File: src/rtl/gray_codec_pipe.sv
// gray_codec_pipe: two-stage pipelined binary/Gray converter with valid/ready
// handshakes on both sides. Each word carries its own mode:
//   00 encode, 01 decode, 10 decode + Gray adjacency check, 11 pass-through.
// Stage 1 captures the word, its mode and the adjacency verdict at accept time.
// Stage 2 holds the converted result presented on out_data/out_err.
module gray_codec_pipe #(
    parameter int unsigned WIDTH = 4
) (
    input  logic             clk,
    input  logic             rst_n,
    input  logic             in_valid,
    output logic             in_ready,
    input  logic [WIDTH-1:0] in_data,
    input  logic [1:0]       in_mode,
    output logic             out_valid,
    input  logic             out_ready,
    output logic [WIDTH-1:0] out_data,
    output logic             out_err
);

    localparam int unsigned MODE_W = 2;

    localparam logic [MODE_W-1:0] MODE_ENC  = 2'b00;
    localparam logic [MODE_W-1:0] MODE_DEC  = 2'b01;
    localparam logic [MODE_W-1:0] MODE_CHK  = 2'b10;
    localparam logic [MODE_W-1:0] MODE_PASS = 2'b11;

    // Binary to Gray: each bit XORed with its more significant neighbour.
    function automatic logic [WIDTH-1:0] bin_to_gray(input logic [WIDTH-1:0] b);
        return b ^ (b >> 1);
    endfunction

    // Gray to binary: running XOR from the MSB downwards.
    function automatic logic [WIDTH-1:0] gray_to_bin(input logic [WIDTH-1:0] g);
        logic [WIDTH-1:0] b;
        b = g;
        for (int i = int'(WIDTH) - 2; i >= 0; i--) begin
            b[i] = b[i+1] ^ g[i];
        end
        return b;
    endfunction

    // Stage 1 state
    logic              s1_valid;
    logic [WIDTH-1:0]  s1_data;
    logic [MODE_W-1:0] s1_mode;
    logic              s1_err;

    // Adjacency history for mode-10 words only
    logic [WIDTH-1:0]  prev_gray;
    logic              has_prev;

    // Handshake and datapath helpers
    logic              s2_ready;
    logic              accept;
    logic              s1_fire;
    logic [WIDTH-1:0]  diff_c;
    logic              dist_one_c;
    logic              chk_err_c;
    logic [WIDTH-1:0]  conv_c;

    // Ready chain: combinational from downstream state only, never from in_valid.
    always_comb begin
        s2_ready = !out_valid || out_ready;
        in_ready = !s1_valid || s2_ready;
        accept   = in_valid && in_ready;
        s1_fire  = s1_valid && s2_ready;
    end

    // Adjacency check: exactly one bit differs from the last mode-10 word.
    always_comb begin
        diff_c     = in_data ^ prev_gray;
        dist_one_c = (diff_c != '0) && ((diff_c & (diff_c - WIDTH'(1))) == '0);
        chk_err_c  = (in_mode == MODE_CHK) && has_prev && !dist_one_c;
    end

    // Per-word conversion of the stage-1 contents.
    always_comb begin
        conv_c = s1_data;
        case (s1_mode)
            MODE_ENC:  conv_c = bin_to_gray(s1_data);
            MODE_DEC:  conv_c = gray_to_bin(s1_data);
            MODE_CHK:  conv_c = gray_to_bin(s1_data);
            MODE_PASS: conv_c = s1_data;
            default:   conv_c = s1_data;
        endcase
    end

    // Stage 1 register: load on accept, empty when forwarded without a refill.
    always_ff @(posedge clk or negedge rst_n) begin
        if (!rst_n) begin
            s1_valid <= 1'b0;
            s1_data  <= '0;
            s1_mode  <= MODE_ENC;
            s1_err   <= 1'b0;
        end else if (accept) begin
            s1_valid <= 1'b1;
            s1_data  <= in_data;
            s1_mode  <= in_mode;
            s1_err   <= chk_err_c;
        end else if (s1_fire) begin
            s1_valid <= 1'b0;
        end
    end

    // Adjacency history: only mode-10 accepts move it.
    always_ff @(posedge clk or negedge rst_n) begin
        if (!rst_n) begin
            prev_gray <= '0;
            has_prev  <= 1'b0;
        end else if (accept && (in_mode == MODE_CHK)) begin
            prev_gray <= in_data;
            has_prev  <= 1'b1;
        end
    end

    // Stage 2 register: load from stage 1, hold while stalled, empty on drain.
    always_ff @(posedge clk or negedge rst_n) begin
        if (!rst_n) begin
            out_valid <= 1'b0;
            out_data  <= '0;
            out_err   <= 1'b0;
        end else if (s1_fire) begin
            out_valid <= 1'b1;
            out_data  <= conv_c;
            out_err   <= s1_err;
        end else if (out_ready) begin
            out_valid <= 1'b0;
        end
    end

endmodule
File: config.mk
export PLATFORM = sky130hd
export DESIGN_NAME = gray_codec_pipe
export DESIGN_NICKNAME = d
export VERILOG_FILES = /design/src/rtl/gray_codec_pipe.sv
export SDC_FILE = /design/constraint.sdc
export NUM_CORES = 1
export LEC_CHECK = 0
export BUFFER_PORTS_ARGS = -buffer_cell sky130_fd_sc_hd__buf_2
export CAP_MARGIN = 20
export CORE_MARGIN = 3
export CORE_UTILIZATION = 55
export CTS_CLUSTER_SIZE = 25
export DETAILED_ROUTE_END_ITERATION = 10
export GPL_ROUTABILITY_DRIVEN = 0
export GPL_TIMING_DRIVEN = 0
export PLACE_DENSITY_LB_ADDON = 0.08
export SLEW_MARGIN = 20
export SYNTH_ARGS = -nofsm -noshare
export SYNTH_HDL_FRONTEND = slang
export SYNTH_SLANG_ARGS = --single-unit
File: constraint.sdc
create_clock -name clk -period 3 [get_ports clk]
set_input_delay 0.6 -clock clk [delete_from_list [all_inputs] [get_ports clk]]
set_output_delay 0.6 -clock clk [all_outputs]
set_load 0.05 [all_outputs]
Word-level counts from Yosys, hierarchy flattened
Cells that the tools add are included.
Storage, ports and cells
  output and inout bits: 7
  memories kept: 0
  RAM bits: 0
  flip-flop bits (word level): 19
  bits in latches: 0
  memory bits (read-only): 0
  word-level logic and storage cells: 42
Cells by class
  div/mod/pow operators: 0
  mux-type cells: 5
  add/subtract/negate cells: 1
  shift operators: 0
  equal/unequal tests: 4
  reduce and logical (&&, ||, !) cells: 17
  $mul: 0
  bitwise operators: 6
  order comparisons: 0
Operators with widths (number)
  case mux 4 bit (3 select lines): 1
  equality test 2 bit, second input constant: 3
  logical AND 1 bit: 6
  AND 4 bit: 1
  zero test 4 bit: 1
  two-way mux 1 bit: 4
  nonzero test 2 bit: 2
  nonzero test 4 bit: 1
  subtractor 4 x 1 -> 4 bit, second input constant: 1
  bitwise XOR 4 x 3 -> 4 bit: 1
  bitwise XOR 4 bit: 1
  zero test 1 bit: 3
  bitwise XOR 1 bit: 3
  equality test 2 x 1 -> 1 bit, second input constant: 1
  zero test 2 bit: 1
  logical OR 1 bit: 2
  OR reduction 2 bit: 1

Longest topological paths before layout
Gate-level depths: netlist of run 1.
  word-level depth: 7
  depth in mapped cells: 6

Worst setup path before layout of run 1
No wires, ideal clock.
  path kind: reg2reg
  from: register out_valid
  to: register prev_gray[0]
  data arrival time: 1.538 ns
  stages on the path, launching flop included: 4
  data required time: 2.875 ns
  clock period less this slack: 1.663 ns
  path slack: 1.337 ns
  cells stage by stage: dfrtp_1 > nand3b_4 > nand4b_4 > mux2_2
Between the ends
  longest elaborated chain between the ends: 5
Ends and longest elaborated chain
  start: declaration: line 15  | output logic out_valid,
  start signal: assignment: line 120  | out_valid <= 1'b0;
  start signal: assignment: line 124  | out_valid <= 1'b1;
  start signal: assignment: line 128  | out_valid <= 1'b0;
  zero test 1 bit: line 64  | s2_ready = !out_valid || out_ready;
  logical OR 1 bit: line 64
  logical OR 1 bit: line 65  | in_ready = !s1_valid || s2_ready;
  net in_ready: line 12  | output logic in_ready,
  logical AND 1 bit: line 66  | accept = in_valid && in_ready;
  logical AND 1 bit: line 111  | end else if (accept && (in_mode == MODE_CHK)) begin
  end signal: assignment: line 112  | prev_gray <= in_data;
  end: declaration: line 50  | logic [WIDTH-1:0] prev_gray;
The timed path passes the listed nets, and every way through them passes these cells.
A chain may end at the register's enable or synchronous reset.

Final worst setup path of run 1
  from: register out_valid
  to: output in_ready
Between the ends
  longest elaborated chain between the ends: 3
Ends and longest elaborated chain (line)
  zero test 1 bit: 64
  logical OR 1 bit: 64
  logical OR 1 bit: 65
  end: declaration: 12
Every way passes these cells.

==> results.cfg, run 1 <==
[setup_path]
path_class = reg -> out
worst_ep_required_time_ns = 2.40
crit_chain = nand3b_4 -> buf_2
rr_worst_depth = 6
crit_arrival_ns = 1.14
crit_path_max_fanout = 4
startpoint_type = register
cp_slowest_cell = dfrtp_1
max_stage_delay_ns = 0.44
end_kind = output pin
r2r_slack_ns = 1.66

[clocking]
cts_tree = yes
clock_sinks = 19
cts_root_buf = clkbuf_4
htree_levels = 1
post_cts_resized = 0
clkLatencyLatePin_ns = 0.29
postCtsSetupBuffers = 0
clkTransAtPathRegs_ns = 0.10
cts_hold_buf = 0
clk_path_buf_depth = 2
cts_buffers = 3

[sta]
finalSetupViolations = 0
hold_viol = 0
period_minus_slack_ns = 1.74
fmax_mhz = 574
report.final.slew_viol_count = 0
timing.final.crit_share = 0.581
worst_pin_slew_ns = 0.414
tns_ns = 0
skew_ns = 0.00345
setup_ws_ns = 1.26
rsz0062_at_grt = false
relSlewSlack = 0.724

[global_routing]
grt_use_total = 0.162
grt_pass1_wl_mm = 2.51
overflow = 0
grt_pass1_vias = 615
antenna_found_initial = 0
grt_max_degree = 20

[synth]
synth.distinct_cells = 25
syn-cell-area_um2 = 971
synth_area_leaders = dfrtp_1 49%, mux2_2 14%, xnor2_1 4.5%
ys_warn_count = 0
synthArstFlopShare = 1.00
synth.most_common_cell = dfrtp_1
seq_area_frac_synth = 0.490
synth.net_count = 90
synth_top_cell_by_area = dfrtp_1
synth_flop_cell = dfrtp_1
syn_area_per_cell_um2 = 12.4
synth_common_cells = 19 x dfrtp_1, 12 x mux2_2, 9 x nand2_1, 5 x xnor2_1, 4 x inv_1
netlist.area_leader.share = 0.490
synth_edf_count = 0
synth-seq-cells = 19
postSynthCellCount = 78

[min_path]
holdCritPathClass = in -> async

[floorplan]
chipHeight_um = 48.0
initial_core_util = 0.616
fp.dieArea_um2 = 2310
fp.coreArea_um2 = 1580
die_w_um = 48.0
rows = 14
top_level_ports = 17

[flow_run]
maxCapViolations = 0

[routing]
firstDrtPassIters = 3
avgViaCountPerCell = 5.58
ant_nets = 0
drt_iter0_drc = 3
wl_mm = 1.54
drc = 0
wl_per_cell_um = 13.5
num_vias = 636

[place]
dpl.hpwl_mm = 1.26
place_inst = 110
pre_cts_slack_ns = 1.28
portBuffers = 16
postPlaceCellArea_um2 = 1070

[layout]
area_growth_syn_to_layout_pct = 13.0
diodes = 0
layout-drive-gt1-share = 0.367
fin_util = 0.696
fin_cells = 114
nets = 111
fillers = 127
final_area_um2 = 1100

[power]
ir_worst_vdd_mv = 0.402
power_density_nw_per_um2 = 695
p_leak_nw = 0.522

[status]
status = completed
==> cell families (layout without fill, tap and decap cells) <==
kind of cell,Yosys count,in the layout,synth area share
xor+xnor,9,9,0.0954
buf+inv,4,24,0.0155
mux,14,14,0.160
fa+ha+maj,2,2,0.0258
compound gates,10,10,0.0773
simple gates,20,20,0.137
flops,19,19,0.490
==> layout by cell type, fill, tap and decap left out, drive strengths merged <==
| master | count |
|---|---|
| buf | 16 |
| dfrtp | 19 |
| ha | 2 |
| nand3b | 1 |
| a2111oi | 1 |
| inv | 4 |
| nor2 | 3 |
| a311oi | 1 |
| xnor3 | 1 |
| a2bb2oi | 1 |
| or2 | 1 |
| xor2 | 3 |
| nand2b | 3 |
| clkbuf | 4 |
| a31oi | 2 |
| nand4b | 1 |
| a22oi | 1 |
| o31ai | 1 |
| nand2 | 10 |
| a21oi | 1 |
| mux2i | 2 |
| mux2 | 12 |
| nor3 | 1 |
| xnor2 | 5 |
| o21ai | 2 |
==> metrics by stage <==
stage	hold slack [ns]	power, mW
floorplan	0.304	0.579
global placement	0.428	0.638
detailed placement	0.448	0.649
CTS	0.237	0.774
global route	0.233	0.812
finish	0.229	0.762
==> registers in the layout, indices dropped and copies added, names as in the netlist <==
register,cells
has_prev,1
out_data,4
out_err,1
out_valid,1
prev_gray,4
s1_data,4
s1_err,1
s1_mode,2
s1_valid,1
==> worst paths after layout <==
kind                                              from                        to
worst max-delay path             out_valid$_DFFE_PN0P_                  in_ready
worst min-delay path                             rst_n  prev_gray[3]$_DFFE_PN0P_
worst max register to register  s1_mode[0]$_DFFE_PN0P_   out_data[2]$_DFFE_PN0P_
worst min register to register    has_prev$_DFFE_PN0P_      has_prev$_DFFE_PN0P_
max in group asynchronous                        rst_n    s1_mode[1]$_DFFE_PN0P_
min in group clk                  has_prev$_DFFE_PN0P_      has_prev$_DFFE_PN0P_
==> worst max-delay path: cells and delay by family (launching register included) <==
family	cells	cell delay, ns
flip-flops	1	0.44
AND/OR/NAND/NOR	1	0.14
buffers and inverters	1	0.27
==> power by group <==
group | total [mW] | internal (mW) | switching [mW]
clock | 0.123 | 0.0517 | 0.0714
sequential | 0.345 | 0.307 | 0.0381
combinational | 0.295 | 0.113 | 0.182
total | 0.762 | 0.471 | 0.291
==> per-layer routing <==
metal	up-vias	global-route usage	part of all wire
li1	315	-	-
met4	0	0.0914	0.022
met1	301	0.184	0.44
met5	-	0	0
met2	14	0.280	0.51
met3	6	0.0338	0.033
==> final cells by class <==
type                            instances  area, um2  share of cell area
Multi-Input combinational cell         55        480               0.438
Sequential cell                        19        475               0.433
Timing Repair Buffer                   16       80.1              0.0730
Clock buffer                            4       26.3              0.0239
Tap cell                               16       20.0              0.0182
Inverter                                4       15.0              0.0137
Note: power is estimated with default switching activity, not from simulation.
==> run 2, diff against run 1 <==
--- a/config.mk
+++ b/config.mk
@@ -7,8 +7,9 @@
 export LEC_CHECK = 0
 export BUFFER_PORTS_ARGS = -buffer_cell sky130_fd_sc_hd__buf_2
 export CAP_MARGIN = 20
+export CORE_ASPECT_RATIO = 1.4
 export CORE_MARGIN = 3
-export CORE_UTILIZATION = 55
+export CORE_UTILIZATION = 48
 export CTS_CLUSTER_SIZE = 25
 export DETAILED_ROUTE_END_ITERATION = 10
 export GPL_ROUTABILITY_DRIVEN = 0
==> constraint.sdc (replaced) <==
create_clock -name clk -period 1.52 [get_ports clk]
set_input_delay 0.304 -clock clk [delete_from_list [all_inputs] [get_ports clk]]
set_output_delay 0.304 -clock clk [all_outputs]
set_load 0.05 [all_outputs]
==> run 2 against run 1 <==
Combinational power is 97% higher. Utilization is 9.3 points lower. First-iteration DRC count is 130% higher. Non-clock buffer count is 1 higher. Register-to-register slack worse by 1.5 ns. Flip-flop and latch count stayed put. Design area is 1.5% higher. Die area is 13% higher. Critical path depth stayed put. Critical path type unchanged. Largest cell class unchanged. Largest power group unchanged. Highest routed layer unchanged.
==> results.cfg, run 2 (synthesis results as in run 1) <==
[routing]
wl_per_cell_um = 13.2
avgViaCountPerCell = 5.45
firstDrtPassIters = 4
ant_nets = 0
wl_mm = 1.57
drt_iter0_drc = 7
drc = 0
num_vias = 649

[sta]
finalSetupViolations = 0
tns_ns = 0
skew_ns = 0.00668
fmax_mhz = 693
worst_pin_slew_ns = 0.417
period_minus_slack_ns = 1.44
report.final.slew_viol_count = 0
hold_viol = 0
timing.final.crit_share = 0.950
rsz0062_at_grt = false
relSlewSlack = 0.722

[setup_path]
reg2reg_from = s1_mode[0]$_DFFE_PN0P_
max_stage_delay_ns = 0.45
worst_ep_required_time_ns = 1.22
worstPathBufferInverterCount = 1
crit_path_max_fanout = 4
crit_arrival_ns = 1.14
path_class = reg -> out
rr_worst_depth = 6
reg2reg_to = out_data[2]$_DFFE_PN0P_
r2r_slack_ns = 0.19
crit_chain = nand3b_4 -> buf_2
startpoint_type = register
end_kind = output pin
path_delay_family = flip-flops
cp_slowest_cell = dfrtp_2

[place]
dpl.hpwl_mm = 1.22
place_inst = 114
portBuffers = 16

[global_routing]
grt_pass1_wl_mm = 2.73
overflow = 0
grt_max_degree = 20
grt_pass1_vias = 662
antenna_found_initial = 0
grt_use_total = 0.140

[layout]
mostFrequentLayoutCell = dfrtp_1
area_growth_syn_to_layout_pct = 14.7
nets = 112
fin_cells = 119
layout-drive-gt1-share = 0.374
diodes = 0
fin_util = 0.603
top_regs = out_data (4), prev_gray (4), s1_data (4)
layout_common_cells = 18 x dfrtp_1, 16 x buf_2, 12 x mux2_2

[min_path]
min_path_cells = 2
min-delay-start = in_mode[0]
hold_end = s1_mode[0]$_DFFE_PN0P_
holdCritPathClass = in -> reg

[floorplan]
fp.coreArea_um2 = 1850
top_level_ports = 17
rows = 18
initial_core_util = 0.526
chipHeight_um = 59.2
die_w_um = 44.0
fp.dieArea_um2 = 2610

[power]
ir_worst_vdd_mv = 0.730
power_density_nw_per_um2 = 1360
p_leak_nw = 0.525

[status]
status = completed

[clocking]
clkLatencyLatePin_ns = 0.29
clk_path_buf_depth = 2
cts_tree = yes
cts_root_buf = clkbuf_4
clkTransAtPathRegs_ns = 0.11
cts_buffers = 3
htree_levels = 1
clock_sinks = 19

[flow_run]
maxCapViolations = 0
[run 2: cell count changes in the layout (fill, tap and decap cells not counted)]
cell and change:
dfrtp_1 -1, dfrtp_2 +1, dlygate4sd3_1 +1
[run 2: worst max-delay path by stage]
stage                     depth (start not counted)                    from  slack [ns]                       end
after detailed placement                          6  s1_mode[0]$_DFFE_PN0P_        0.22   out_data[2]$_DFFE_PN0P_
after global routing                              2   out_valid$_DFFE_PN0P_        0.02                  in_ready
after floorplan                                   3   out_valid$_DFFE_PN0P_        0.05  prev_gray[0]$_DFFE_PN0P_
after CTS                                         2   out_valid$_DFFE_PN0P_        0.05                  in_ready
after global placement                            4               out_ready        0.23       out_err$_DFFE_PN0P_
final                                             2   out_valid$_DFFE_PN0P_        0.08                  in_ready
[run 2: layer usage]
layer | GRT usage | up-vias | part of all wire
met5 | 0 | - | 0
met4 | 0.0776 | 0 | 0.0083
met3 | 0.0182 | 2 | 0.036
met2 | 0.254 | 14 | 0.55
met1 | 0.151 | 315 | 0.40
li1 | - | 318 | -
[run 2: repair_timing]
item                                   4_1_cts  5_1_grt
setup endpoints to repair                    0        0
endpoints found under the hold margin       19        0
hold buffers                                 1        0
buffers inserted                             0        0
gates resized for setup                      0        0
[run 2: worst reg2reg max path, cell delays in order, from the launching register on]
cell	delay, ns
dfrtp_1	0.39
inv_1	0.05
ha_1	0.34
o21ai_0	0.17
nor2_1	0.05
a21oi_1	0.12
o31ai_1	0.07
[run 2: per-stage QoR]
| step | total power, mW | setup WS (ns) | cell area [um2] | hold slack [ns] |
|---|---|---|---|---|
| finish | 1.51 | 0.0762 | 1110 | 0.253 |
| global route | 1.61 | 0.0211 | 1110 | 0.253 |
| CTS | 1.54 | 0.0520 | 1110 | 0.241 |
| detailed placement | 1.28 | 0.218 | 1080 | 0.268 |
| global placement | 1.26 | 0.229 | 1080 | 0.265 |
| floorplan | 1.14 | 0.0528 | 972 | 0.00841 |
[run 2: area by class of cell]
type / instances / area (um2)
Fill cell: 170 / 733
Multi-Input combinational cell: 55 / 480
Tap cell: 20 / 25.0
Clock buffer: 4 / 26.3
Timing Repair Buffer: 17 / 90.1
Sequential cell: 19 / 477
Inverter: 4 / 15.0
[run 2: power by group]
group          internal, mW  total (mW)  leakage [nW]  switching (mW)
clock                 0.102       0.253        0.0150           0.151
combinational         0.224       0.581         0.289           0.357
sequential            0.605       0.680         0.221          0.0743
total                 0.932        1.51         0.525           0.582
==> run 3, diff against run 2 <==
--- a/config.mk
+++ b/config.mk
@@ -5,6 +5,7 @@
 export SDC_FILE = /design/constraint.sdc
 export NUM_CORES = 1
 export LEC_CHECK = 0
+export ABC_AREA = 1
 export BUFFER_PORTS_ARGS = -buffer_cell sky130_fd_sc_hd__buf_2
 export CAP_MARGIN = 20
 export CORE_ASPECT_RATIO = 1.4
==> run 3 against run 2 <==
Wire length increased by 6.7%. First-iteration DRC count increased to 4.3 times the previous value. Sequential share of layout area decreased by 0.33 points. Worst hold slack improved by 0.021 ns. Flip-flop and latch count unchanged. Highest routed layer unchanged.
==> results.cfg, run 3 <==
[status]
status = completed

[synth]
synth.net_count = 131
synth_flop_cell = dfrtp_1
ys_warn_count = 0
synth_top_cell_by_area = dfrtp_1
postSynthCellCount = 119
synth.distinct_cells = 20
synth.most_common_cell = nand2_1
seq_area_frac_synth = 0.489
synth_common_cells = 35 x nand2_1, 19 x dfrtp_1, 17 x inv_1, 13 x o21ai_1, 5 x nor2_1
syn-cell-area_um2 = 972
synth_area_leaders = dfrtp_1 49%, nand2_1 14%, o21ai_1 6.7%
synth-seq-cells = 19
synthArstFlopShare = 1.00
netlist.area_leader.share = 0.489
syn_area_per_cell_um2 = 8.17
synth_edf_count = 0

[routing]
firstDrtPassIters = 4
drt_iter0_drc = 30
ant_nets = 0
avgViaCountPerCell = 4.97
wl_per_cell_um = 10.5
wl_mm = 1.67
num_vias = 795
drc = 0

[sta]
tns_ns = 0
hold_viol = 0
period_minus_slack_ns = 1.37
finalSetupViolations = 0
worst_pin_slew_ns = 0.421
rsz0062_at_grt = false
skew_ns = 0.00407
timing.hold.ws_ns = 0.274
timing.final.crit_share = 0.901
fmax_mhz = 730
relSlewSlack = 0.719
report.final.slew_viol_count = 0

[setup_path]
r2r_slack_ns = 0.27
critPathCapture = in_ready
worst_ep_required_time_ns = 1.22
reg2reg_from = s1_mode[1]$_DFFE_PN0P_
reg2reg_to = out_data[0]$_DFFE_PN0P_
crit_start = out_valid$_DFFE_PN0P_
rr_worst_depth = 8
path_class = reg -> out
startpoint_type = register
crit_path_max_fanout = 3
crit_arrival_ns = 1.07
end_kind = output pin

[clocking]
cts_root_buf = clkbuf_4
clkTransAtPathRegs_ns = 0.10
postCtsSetupBuffers = 0
cts_tree = yes
clkLatencyLatePin_ns = 0.28
cts_buffers = 3
htree_levels = 1
clk_path_buf_depth = 2
clock_sinks = 19

[global_routing]
grt_pass1_wl_mm = 3.12
grt_max_degree = 20
overflow = 0
antenna_found_initial = 0
grt_use_total = 0.157
grt_pass1_vias = 793

[layout]
nets = 153
mostFrequentLayoutCell = nand2_1
fin_util = 0.608
area_growth_syn_to_layout_pct = 15.4
diodes = 0
layout-drive-gt1-share = 0.229
layout_common_cells = 35 x nand2_1, 18 x dfrtp_1, 17 x inv_1, 17 x buf_2, 13 x o21ai_1
final_area_um2 = 1120
top_regs = out_data (4), prev_gray (4), s1_data (4)

[floorplan]
top_level_ports = 17
chipHeight_um = 59.3
rows = 18
fp.dieArea_um2 = 2610
fp.coreArea_um2 = 1850
die_w_um = 44.0
initial_core_util = 0.526

[power]
pwr-share-seq = 0.437
p_leak_nw = 0.601
ir_worst_vdd_mv = 0.726
power_density_nw_per_um2 = 1390
p_int_mw = 0.905
p_sw_frac = 0.421
p_sw_mw = 0.658
p_comb_frac = 0.407
p_clk_frac = 0.156

[flow_run]
maxCapViolations = 0

[place]
postPlaceCellArea_um2 = 1090
portBuffers = 16
dpl.hpwl_mm = 1.32

[min_path]
min-delay-start = in_mode[1]
holdCritPathClass = in -> reg
[run 3: cell types whose count changed after synthesis, sizes merged, moves of 2 or more]
cell,previous run,this run
o21ai,2,15
nand3,0,7
mux2,12,0
xor2,3,0
mux2i,2,0
nand2b,3,0
inv,4,20
a21oi,1,3
nand2,10,37
nor2,3,5
[run 3: cells by family after synthesis]
kind of cell / after synthesis / synth area share
AND/OR/NAND/NOR: 50 / 0.238
AO/OA/AOI/OAI: 22 / 0.124
buffers and inverters: 22 / 0.0875
flip-flops: 19 / 0.489
XOR/XNOR: 4 / 0.0360
adder cells (fa/ha/maj): 2 / 0.0257
[run 3: worst min-delay path by stage]
stage | depth (start not counted) | slack, ns | endpoint
3_3_place_gp | 1 | 0.26 | out_err$_DFFE_PN0P_
2_1_floorplan | 0 | 0.008 | has_prev$_DFFE_PN0P_
5_1_grt | 3 | 0.29 | s1_mode[1]$_DFFE_PN0P_
3_5_place_dp | 1 | 0.26 | s1_valid$_DFFE_PN0P_
6_report | 3 | 0.27 | s1_mode[1]$_DFFE_PN0P_
4_1_cts | 3 | 0.27 | s1_mode[1]$_DFFE_PN0P_
[run 3: power by group through the flow]
stage | Sequential [mW] | Combinational, mW | Clock [mW]
6_report | 0.683 | 0.636 | 0.245
3_5_place_dp | 0.695 | 0.639 | 0
5_1_grt | 0.697 | 0.711 | 0.271
3_3_place_gp | 0.690 | 0.626 | 0
2_1_floorplan | 0.879 | 0.312 | 0
4_1_cts | 0.684 | 0.642 | 0.257
[run 3: cell type report]
| cell class | instances | area (um2) |
|---|---|---|
| plain buffers | 1 | 5.00 |
| clock buffers | 4 | 26.3 |
| fillers | 159 | 724 |
| inverters | 21 | 80.1 |
| multi-input cells | 78 | 419 |
| flip-flops and latches | 19 | 477 |
| well taps | 20 | 25.0 |
| repair buffers | 17 | 90.1 |
[run 3: per-layer routing]
layer / track usage / routed length, um / vias to the layer above
li1: - / - / 421
met1: 0.174 / 699 / 355
met2: 0.283 / 892 / 17
met3: 0.0213 / 60 / 2
met4: 0.0776 / 21 / 0
met5: 0 / 0 / -
[run 3: critical path: stages, from the launching register on]
cell and delay, ns:
dfrtp_2 0.44, nand3_4 0.08, buf_2 0.26
[run 3: per-stage QoR]
step / std cells / worst slack, ns / power, mW
after floorplan: 119 / 0.147 / 1.19
after global placement: 155 / 0.302 / 1.32
after detailed placement: 155 / 0.288 / 1.33
after CTS: 160 / 0.129 / 1.58
after global routing: 160 / 0.114 / 1.68
final: 160 / 0.150 / 1.56
[run 3: repair_timing]
| item | 4_1_cts | 5_1_grt |
|---|---|---|
| hold buffers | 1 | 0 |
| gates resized for setup | 0 | 0 |
| endpoints found under the setup margin | 0 | 0 |
| hold endpoints to repair | 19 | 0 |
